==> src/rtl/keypad_decoder.sv <==
// Keypad row decoder: synchronizes the row lines, debounces press and release
// against the scanner's active column, and emits one key code strobe per press.
module keypad_decoder #(
    parameter int unsigned DEBOUNCE_CYCLES = 270000,
    parameter int unsigned CNT_W           = 20
) (
    input  logic       clk,
    input  logic       reset,
    input  logic [3:0] columnas,
    input  logic [3:0] filas,
    output logic       scan_hold,
    output logic [3:0] key_code,
    output logic       key_valid,
    output logic       key_held
);

    typedef enum logic [1:0] {
        ST_IDLE     = 2'd0,
        ST_DEBOUNCE = 2'd1,
        ST_PRESSED  = 2'd2,
        ST_RELEASE  = 2'd3
    } state_t;

    localparam logic [CNT_W-1:0] CNT_MAX = CNT_W'(DEBOUNCE_CYCLES - 1);

    state_t           r_state;
    logic [3:0]       r_filas_m;
    logic [3:0]       r_filas_s;
    logic [CNT_W-1:0] r_cnt;
    logic [3:0]       r_row;
    logic [3:0]       r_col;
    logic             r_scan_hold;
    logic [3:0]       r_key_code;
    logic             r_key_valid;
    logic             r_key_held;

    logic             w_row_ok;
    logic             w_col_ok;
    logic [1:0]       w_row_idx;
    logic [1:0]       w_col_idx;
    logic [3:0]       w_key_code;

    function automatic logic is_onehot(input logic [3:0] v);
        return (v != 4'b0000) && ((v & (v - 4'd1)) == 4'b0000);
    endfunction

    function automatic logic [1:0] onehot_idx(input logic [3:0] v);
        logic [1:0] idx;
        idx = 2'd0;
        for (int unsigned i = 0; i < 4; i++) begin
            if (v[i]) idx = 2'(i);
        end
        return idx;
    endfunction

    always_comb begin
        w_row_ok  = is_onehot(r_filas_s);
        w_col_ok  = is_onehot(columnas);
        w_row_idx = onehot_idx(r_row);
        w_col_idx = onehot_idx(r_col);
    end

    // Standard 4x4 telephone-style layout; '*' and '#' map to 0xE and 0xF.
    always_comb begin
        w_key_code = '0;
        case ({w_row_idx, w_col_idx})
            4'd0:  w_key_code = 4'h1;
            4'd1:  w_key_code = 4'h2;
            4'd2:  w_key_code = 4'h3;
            4'd3:  w_key_code = 4'hA;
            4'd4:  w_key_code = 4'h4;
            4'd5:  w_key_code = 4'h5;
            4'd6:  w_key_code = 4'h6;
            4'd7:  w_key_code = 4'hB;
            4'd8:  w_key_code = 4'h7;
            4'd9:  w_key_code = 4'h8;
            4'd10: w_key_code = 4'h9;
            4'd11: w_key_code = 4'hC;
            4'd12: w_key_code = 4'hE;
            4'd13: w_key_code = 4'h0;
            4'd14: w_key_code = 4'hF;
            default: w_key_code = 4'hD;
        endcase
    end

    always_ff @(posedge clk) begin
        if (reset) begin
            r_filas_m   <= '0;
            r_filas_s   <= '0;
            r_state     <= ST_IDLE;
            r_cnt       <= '0;
            r_row       <= '0;
            r_col       <= '0;
            r_scan_hold <= 1'b0;
            r_key_code  <= '0;
            r_key_valid <= 1'b0;
            r_key_held  <= 1'b0;
        end else begin
            r_filas_m   <= filas;
            r_filas_s   <= r_filas_m;
            r_key_valid <= 1'b0;
            // Outputs are updated on the transition edge so they track the next state.
            case (r_state)
                ST_IDLE: begin
                    r_scan_hold <= 1'b0;
                    r_key_held  <= 1'b0;
                    if (w_row_ok && w_col_ok) begin
                        r_row       <= r_filas_s;
                        r_col       <= columnas;
                        r_cnt       <= '0;
                        r_scan_hold <= 1'b1;
                        r_state     <= ST_DEBOUNCE;
                    end
                end
                ST_DEBOUNCE: begin
                    if (r_filas_s != r_row) begin
                        r_cnt       <= '0;
                        r_scan_hold <= 1'b0;
                        r_state     <= ST_IDLE;
                    end else if (r_cnt == CNT_MAX) begin
                        r_cnt       <= '0;
                        r_key_code  <= w_key_code;
                        r_key_valid <= 1'b1;
                        r_key_held  <= 1'b1;
                        r_state     <= ST_PRESSED;
                    end else begin
                        r_cnt <= r_cnt + 1'b1;
                    end
                end
                ST_PRESSED: begin
                    if (r_filas_s == 4'b0000) begin
                        r_cnt   <= '0;
                        r_state <= ST_RELEASE;
                    end
                end
                default: begin
                    if (r_filas_s != 4'b0000) begin
                        r_cnt   <= '0;
                        r_state <= ST_PRESSED;
                    end else if (r_cnt == CNT_MAX) begin
                        r_cnt       <= '0;
                        r_scan_hold <= 1'b0;
                        r_key_held  <= 1'b0;
                        r_state     <= ST_IDLE;
                    end else begin
                        r_cnt <= r_cnt + 1'b1;
                    end
                end
            endcase
        end
    end

    assign scan_hold = r_scan_hold;
    assign key_code  = r_key_code;
    assign key_valid = r_key_valid;
    assign key_held  = r_key_held;

endmodule

==> config.mk <==
export PLATFORM = sky130hd
export DESIGN_NAME = keypad_decoder
export DESIGN_NICKNAME = d
export VERILOG_FILES = /design/src/rtl/keypad_decoder.sv
export SDC_FILE = /design/constraint.sdc
export NUM_CORES = 1
export LEC_CHECK = 0
export ABC_AREA = 1
export BUFFER_PORTS_ARGS = -buffer_cell sky130_fd_sc_hd__buf_2
export CORE_UTILIZATION = 31
export DETAILED_ROUTE_END_ITERATION = 12
export SLEW_MARGIN = 20
export SYNTH_ARGS = -nofsm -noshare
export SYNTH_HDL_FRONTEND = slang
export SYNTH_SLANG_ARGS = --single-unit
==> constraint.sdc <==
create_clock -name clk -period 5.2 [get_ports clk]
set_clock_uncertainty 0.15 [all_clocks]
set_input_delay 0.52 -clock clk [delete_from_list [all_inputs] [get_ports clk]]
set_output_delay 0.52 -clock clk [all_outputs]
set_load 0.02 [all_outputs]
==> metrics.txt, run 1 <==
status=completed; Setup WS post-layout=3.01 ns; dpl cell area=0.00278 mm2; hold buffer count at CTS=0; Crit path arrival time=2.23 ns; Distinct cells, synth=32; Peak VDD IR=184 uV; vias in the first global route=2171; Die Ht=93.9 um; Post-CTS Setup Inserts=0; DRC=0; final WL=5.62 mm; Avg WL per Cell=10.4 um; Longest Clk Path Bufs=2; finished layout cell area=0.00287 mm2; Critical-path top delay cell=dfxtp_1; H-tree depth reported by CTS=2; CTS buffer count=5; synth-to-layout area growth=9.69%; fill count=895; vias per cell=4.51; fin util=0.350; Fmax=456 MHz; Syn Nets=438; CTS Sinks=44; Vias=2433; Post-Syn Area per Cell=6.27 um2; largest net degree at the start of global routing=21; Reg area=881 um2; initial core utilization=0.319; root buf cell=clkbuf_8; Cell Count, Final, Fillers Out=540; slowest cell delay on critical path=0.38 ns; number of DRC markers in iteration 0=101; row cnt=33; Critical Path Fanout Max=9; Final Max Slew Viols=0; input/output buffers=16; Post-CTS Resized=0; Slew @ Worst Pin=0.582 ns; Die Wd=93.9 um; most frequent cells in the layout=112 x nand2_1, 73 x inv_1, 71 x nor2_1; core area=0.00822 mm2; setup tns final=0 ns; FF+latch count, synth=44; critical path capture point type=flip-flop; Placer Congestion=0.876; Startpoint Class=flip-flop; RSZ-0062 raised after global routing=no; DP HPWL=4.22 mm; leakage power=1.31 nW; CTS tree=built; post-route antenna net violation count=0; die area=0.00882 mm2; final setup violating endpoints=0; IO Count=17; Synth Instances=418; share of cells above drive strength 1=0.101; synth warn=0; Critical Path RT=5.24 ns; hold slack=0.257 ns; Seq/Total Area, Yosys=0.336; antenna violations before repair=0; Max Cap Violations=0; most common cell after layout, fill and taps aside=nand2_1; ANT cells=0; number of iterations in the first detailed-routing pass=5; multi-input logic area=0.00141 mm2; crit-path cells=ha_1 -> nand2_1 -> inv_1 -> nand2_1 -> nor2_1 -> inv_1 -> nor2_2 -> nand4_1 -> o21ai_0 -> a21oi_1; grt ovf=0; total power draw=1.01 mW; Hold Path Class=reg -> reg; Mapped Area=0.00262 mm2; crit path kind=reg -> reg; first-pass GRT wire length=9.51 mm; Power Density=352 mW/mm2; Post-Place Worst Slack=2.96 ns; total track usage=0.137; min Tclk post-route=2.19 ns; Clock Latency Late Sink=0.30 ns; headroom to the max-slew limit=0.608; fin crit share=0.422; Inst Count DP=532; clock-pin slew on the worst setup and hold paths=0.09 ns; final layout net count=454; Final Hold Fails=0
[area by class of cell]
class / instances / area share
clock buffers: 6 / 0.0287
flip-flops and latches: 44 / 0.306
inverters: 74 / 0.0966
repair buffers: 16 / 0.0279
multi-input cells: 293 / 0.489
clock inverters: 2 / 0.00522
well taps: 105 / 0.0457
[synthesized netlist by cell type, drive strengths merged]
master	number	area, um2
nand4	5	31.3
clkbuf	2	7.51
a31oi	1	6.26
ha	10	125
dfxtp	44	881
o21bai	2	15.0
inv	74	278
nand3	18	95.1
nor4	1	6.26
buf	5	47.5
nand3b	1	7.51
o211ai	2	15.0
a21oi	20	123
a22oi	1	7.51
o22ai	1	6.26
nand2	118	463
or2	1	6.26
nor2	79	327
nor3	5	30.0
o31ai	1	7.51
o21ai	27	135
[critical path: cells and delay by family (launching register included)]
kind	cells	cell delay, ns
flops	1	0.38
compound gates	2	0.33
fa+ha+maj	1	0.18
buf+inv	2	0.15
simple gates	5	0.87
[registers in the layout (all words and copies together), names as in the netlist]
name / flops
r_cnt: 20
key_code: 4
r_filas_m: 4
r_filas_s: 4
r_row: 4
r_col: 3
r_state: 2
key_held: 1
key_valid: 1
scan_hold: 1
[cell families (layout without fill, tap and decap cells)]
group | count (synthesis) | count (layout) | synth area share
flip-flops | 44 | 44 | 0.336
adder cells (fa/ha/maj) | 10 | 10 | 0.0478
AO/OA/AOI/OAI | 55 | 55 | 0.120
buffers and inverters | 81 | 98 | 0.127
AND/OR/NAND/NOR | 228 | 228 | 0.369
[power breakdown]
part	internal, mW	switching (mW)
logic	0.126	0.273
registers	0.361	0.0204
clock network	0.108	0.123
[path summary, 6_finish.rpt]
| kind | cells past startpoint | to | startpoint | slack [ns] |
|---|---|---|---|---|
| max reg2reg | 10 | key_code[0] | r_cnt[0] | 3.01 |
| min reg2reg | 2 | r_filas_s[2] | r_filas_m[2] | 0.26 |
| min | 2 | r_filas_s[2] | r_filas_m[2] | 0.26 |
| max | 10 | key_code[0] | r_cnt[0] | 3.01 |
[layer usage]
metal / GRT usage / share of wire
met2: 0.215 / 0.44
met5: 0 / 0
met4: 0.0679 / 0.020
met3: 0.0259 / 0.042
met1: 0.179 / 0.50
Power figures use the tool's default switching activity.
==> run 2: changes to the inputs <==
==> constraint.sdc (replaced) <==
create_clock -name clk -period 2.05 [get_ports clk]
set_clock_uncertainty 0.15 [all_clocks]
set_input_delay 0.205 -clock clk [delete_from_list [all_inputs] [get_ports clk]]
set_output_delay 0.205 -clock clk [all_outputs]
set_load 0.02 [all_outputs]
==> run 2 against run 1 <==
  * First-iteration DRC count rose by 20%
  * Fmax rose by 19%
  * Combinational power rose to 3.0 times the previous value
  * Sequential power rose to 2.5 times the previous value
  * Cell count rose by 3.3%
  * Total power rose to 2.7 times the previous value
  * Core utilization rose by 2.1 points
  * Die area did not move
  * Largest cell class unchanged
==> metrics.txt, run 2 (synthesis gave the netlist of run 1 again) <==
input/output buffers=16 (unchanged); Reg area=882 um2 (+0.14%); Gate power share=0.434 (+0.040); hold slack=0.0562 ns (-0.200 ns); Slew @ Worst Pin=0.521 ns (-0.0603 ns); grt ovf=0 (unchanged); number of iterations in the first detailed-routing pass=5 (unchanged); Critical Path Fanout Max=9 (unchanged); final setup violating endpoints=0 (unchanged); min Tclk post-route=1.84 ns (-0.356 ns); multi-input logic area=0.00142 mm2 (+0.71%); Placer Congestion=0.837 (-4.5%); root buf cell=clkbuf_8; largest net degree at the start of global routing=17 (-19%); total track usage=0.142 (+0.00523); vias in the first global route=2278 (+4.9%); share of power burned in registers=0.352 (-0.026); finished layout cell area=0.00304 mm2 (+5.9%); share of cells above drive strength 1=0.135 (+0.0335); fill count=878 (-1.9%); Fmax=545 MHz (+19%); Power Density=899 mW/mm2 (+160%); final WL=5.75 mm (+2.3%); fin crit share=0.896 (+0.474); Net Switching=1.10 mW (+160%); first-pass GRT wire length=9.80 mm (+3.1%); Pint=1.64 mW (+180%); clock-pin slew on the worst setup and hold paths=0.09 ns (about the same); Critical Path RT=2.10 ns (-3.14 ns); RSZ-0062 raised after global routing=no; most common cell after layout, fill and taps aside=nand2_1; H-tree depth reported by CTS=2 (unchanged); crit-path cells=ha_1 -> nand2_1 -> inv_1 -> nand2_1 -> nor2_1 -> inv_1 -> nor2_4 -> nand4_1 -> buf_4 -> o21ai_0 -> a21oi_1; leakage power=1.40 nW (+6.9%); Sw Share=0.401 (-0.0110); Die Wd=93.9 um (unchanged); DP HPWL=4.34 mm (+2.7%); ANT cells=0 (unchanged); crit path kind=reg -> reg; Die Ht=93.9 um (unchanged); Max Cap Violations=0 (unchanged); die area=0.00882 mm2 (unchanged); Hold Path Class=in -> reg; slowest cell delay on critical path=0.35 ns (-0.03 ns); dpl cell area=0.00287 mm2 (+3.5%); status=completed; Reg with most FFs=r_cnt; vias per cell=4.42 (-2.0%); Peak VDD IR=648 uV (+250%); Critical-path top delay cell=dfxtp_1; max reg flops=20 (unchanged); final layout net count=472 (+4.0%); CTS Sinks=44 (unchanged); most frequent cells in the layout=110 x nand2_1, 73 x inv_1, 71 x nor2_1; antenna violations before repair=0 (unchanged); Startpoint Class=flip-flop; Post-Place Worst Slack=0.108 ns (-2.85 ns); CTS tree=built; Setup WS post-layout=0.214 ns (-2.79 ns); R2R setup slack=0.21 ns (-2.79 ns); CTS buffer count=5 (unchanged); synth-to-layout area growth=16.1%; Clock Latency Late Sink=0.30 ns (about the same); Final Max Slew Viols=0 (unchanged); Final Hold Fails=0 (unchanged); Avg WL per Cell=10.3 um (-0.97%); core area=0.00822 mm2 (unchanged); post-route antenna net violation count=0 (unchanged); row cnt=33 (unchanged); Clock Power Share=0.214 (-0.014); setup tns final=0 ns (unchanged); Longest Clk Path Bufs=2 (unchanged); IO Count=17 (unchanged); number of DRC markers in iteration 0=121 (+20%); headroom to the max-slew limit=0.652 (+0.0439); initial core utilization=0.319 (unchanged); Vias=2465 (+1.3%); DRC=0 (unchanged); critical path capture point type=flip-flop; fin util=0.370 (+0.0206); Crit path arrival time=1.89 ns (-0.34 ns)
run 2: critical path, delay by kind of cell (launching register included):
kind                     cells  cell delay [ns]
AO/OA/AOI/OAI                2             0.22
buffers and inverters        3             0.34
flip-flops                   1             0.35
adder cells (fa/ha/maj)      1             0.17
AND/OR/NAND/NOR              5             0.50
run 2: routing by layer:
layer,track usage,wire length (um)
met1,0.178,2870
met2,0.243,2610
met3,0.0275,181
met4,0.0500,88
met5,0,0
run 2: final timing paths:
check | from | end | cells after the start
min | columnas[2] | r_col[2] | 3
min reg2reg | r_filas_m[3] | r_filas_s[3] | 2
max reg2reg | r_cnt[1] | key_code[2] | 11
max | r_cnt[1] | key_code[2] | 11
run 2: metrics by stage:
| stage | instances | total power [mW] |
|---|---|---|
| after floorplan | 418 | 1.89 |
| after global placement | 545 | 2.10 |
| after detailed placement | 545 | 2.10 |
| after CTS | 557 | 2.71 |
| after global routing | 558 | 2.98 |
| final | 558 | 2.74 |
run 2: power groups by stage:
stage               registers (mW)  logic [mW]  clock network, mW
CTS                          0.960        1.13              0.616
global placement             0.977        1.12                  0
finish                       0.962        1.19              0.586
global route                 0.974        1.36              0.645
floorplan                    0.989       0.903                  0
detailed placement           0.980        1.12                  0
run 2: final cells by class:
cell class | count | share of cell area
clock buffer | 6 | 0.0271
clock inverter | 2 | 0.00493
inverter | 74 | 0.0913
multi-input combinational | 293 | 0.465
sequential | 44 | 0.290
tap | 105 | 0.0432
timing repair buffer | 34 | 0.0781
run 2: what timing repair did:
item | in CTS | in global routing
endpoints found under the setup margin | 0 | 24
buffers inserted | 0 | 1
endpoints found under the hold margin | 4 | 0
hold buffers | 4 | 0
resized for setup | 0 | 4
==> run 3: changes to the inputs <==
--- a/config.mk
+++ b/config.mk
@@ -7,6 +7,7 @@
 export LEC_CHECK = 0
 export ABC_AREA = 1
 export BUFFER_PORTS_ARGS = -buffer_cell sky130_fd_sc_hd__buf_2
+export CORE_MARGIN = 8
 export CORE_UTILIZATION = 31
 export DETAILED_ROUTE_END_ITERATION = 12
 export SLEW_MARGIN = 20
==> run 3 against run 2 <==
  * Clock-buffer cell count stayed put
  * Largest power group unchanged
  * Highest routed layer unchanged
  * Sequential power hardly changed
  * Wire length is 1.7% higher
  * Core utilization is 1.1 points higher
  * Die area is 32% higher
  * Cell count is 1.1% higher
  * Critical path depth is 1 lower
==> metrics.txt, run 3 (synthesis gave the netlist of run 1 again) <==
Reg area=883 um2 (+0.14%); IO Count=17 (unchanged); Final Hold Fails=0 (unchanged); reg-to-reg critical path startpoint=r_filas_s[3]; CTS Sinks=44 (unchanged); CP delay by family, top=simple AND/OR/NAND/NOR gates; CTS buffer count=5 (unchanged); fin util=0.381 (+0.0107); Critical Path Fanout Max=12 (+3); final layout net count=478 (+1.3%); Fmax=537 MHz (-1.4%); vias per cell=4.43 (+0.38%); Setup WS post-layout=0.187 ns (-0.0268 ns); Critical path origin=r_filas_s[3]; number of iterations in the first detailed-routing pass=4 (-1); initial core utilization=0.319 (unchanged); row cnt=33 (unchanged); hold slack=0.0687 ns (+0.0125 ns); Slew @ Worst Pin=0.527 ns (+0.00587 ns); DP HPWL=4.54 mm (+4.6%); RSZ-0062 raised after global routing=yes; Hold Path Class=in -> reg; Clock Latency Late Sink=0.30 ns (about the same); Post-Place Worst Slack=0.0639 ns (-0.0445 ns); input/output buffers=16 (unchanged); fill count=865 (-1.5%); status=completed; root buf cell=clkbuf_8; grt ovf=0 (unchanged); crit path kind=reg -> reg; Critical Path RT=2.10 ns (about the same); Power Density=973 mW/mm2 (+8.2%); DRC=0 (unchanged); ANT cells=0 (unchanged); total track usage=0.105 (-0.0372); core area=0.00822 mm2 (unchanged); Longest Clk Path Bufs=2 (unchanged); Die Ht=108 um (+15%); vias in the first global route=2345 (+2.9%); number of DRC markers in iteration 0=116 (-4.1%); CTS tree=built; post-route antenna net violation count=0 (unchanged); max reg flops=20 (unchanged); largest net degree at the start of global routing=15 (-2); most frequent cells in the layout=110 x nand2_1, 73 x inv_1, 69 x nor2_1; clock-pin slew on the worst setup and hold paths=0.09 ns (about the same); WP buf/inv=3 (unchanged); setup tns final=0 ns (unchanged); die area=0.0116 mm2 (+32%); Crit path arrival time=1.91 ns (+0.02 ns); synth-to-layout area growth=19.5%; Startpoint Class=flip-flop; Cell Count, Final, Fillers Out=564 (+1.1%); hold path start=columnas[3]; Peak VDD IR=603 uV (-6.9%); leakage power=1.46 nW (+3.7%); antenna violations before repair=0 (unchanged); Die Wd=108 um (+15%); H-tree depth reported by CTS=2 (unchanged); R2R setup slack=0.19 ns (-0.03 ns); multi-input logic area=0.00142 mm2 (+0.35%); share of cells above drive strength 1=0.153 (+0.0178); most common cell after layout, fill and taps aside=nand2_1; min Tclk post-route=1.86 ns (+0.0268 ns); Critical-path top delay cell=dfxtp_1; headroom to the max-slew limit=0.648 (-0.00353); slowest cell delay on critical path=0.34 ns (about the same); Max Cap Violations=0 (unchanged); final setup violating endpoints=0 (unchanged); critical path capture point type=flip-flop; Final Max Slew Viols=0 (unchanged); fin crit share=0.909 (+0.0131); Avg WL per Cell=10.4 um (+0.57%); Vias=2501 (+1.5%); crit-path cells=nor2_1 -> nand2_4 -> nand2_1 -> inv_2 -> a21oi_4 -> buf_4 -> a21oi_4 -> buf_12 -> nand2_1 -> nor2_1; first-pass GRT wire length=10.1 mm (+2.9%); Reg with most FFs=r_cnt; Inst Count DP=548 (+0.55%); Placer Congestion=0.857 (+2.4%); final WL=5.84 mm (+1.7%)
[run 3: cell types whose count changed in the layout (fill, tap and decap cells not counted), sizes merged]
cell and delta:
buf +6, bufinv +1, clkinv +1, clkinvlp -2
[run 3: metrics by stage]
stage / instance area, um2 / power, mW
after floorplan: 2620 / 1.89
after global placement: 2900 / 2.16
after detailed placement: 2900 / 2.17
after CTS: 3060 / 2.89
after global routing: 3130 / 3.28
final: 3130 / 3.05
[run 3: worst reg2reg max path: cells and delay by family (launching register included)]
family | cells | cell delay (ns)
simple gates | 5 | 0.62
compound gates | 2 | 0.25
flops | 1 | 0.34
buf+inv | 3 | 0.40
[run 3: power breakdown]
group | switching (mW) | leakage (nW) | total (mW) | internal, mW
Combinational | 0.792 | 1.04 | 1.38 | 0.585
Sequential | 0.0428 | 0.358 | 0.962 | 0.919
Clock | 0.307 | 0.0614 | 0.706 | 0.399
Total | 1.14 | 1.46 | 3.05 | 1.90
[run 3: worst paths after layout]
check                                    end  cells after the start
worst max-delay path               r_cnt[12]                     10
worst min-delay path                r_col[3]                      3
worst max register to register     r_cnt[12]                     10
worst min register to register  r_filas_s[1]                      2
[run 3: cell type report]
class	count	area share
inverter	74	0.0887
clock buffer	6	0.0264
timing repair buffer	40	0.0943
clock inverter	2	0.0124
tap	105	0.0420
multi-input combinational	293	0.454
sequential	44	0.282
[run 3: per-layer routing]
| metal | share of wire | vias to the layer above | routed length [um] | global-route usage |
|---|---|---|---|---|
| li1 | - | 1364 | - | - |
| met1 | 0.49 | 1087 | 2870 | 0.135 |
| met2 | 0.45 | 45 | 2660 | 0.171 |
| met3 | 0.045 | 5 | 264 | 0.0262 |
| met4 | 0.0080 | 0 | 47 | 0.0287 |
| met5 | 0 | - | 0 | 0 |
[run 3: repair_timing]
item                                    4_1_cts  5_1_grt
hold endpoints to repair                      4        0
endpoints found under the setup margin        0       25
resized for setup                             0        8
setup buffers                                 0        4
hold buffers                                  4        0
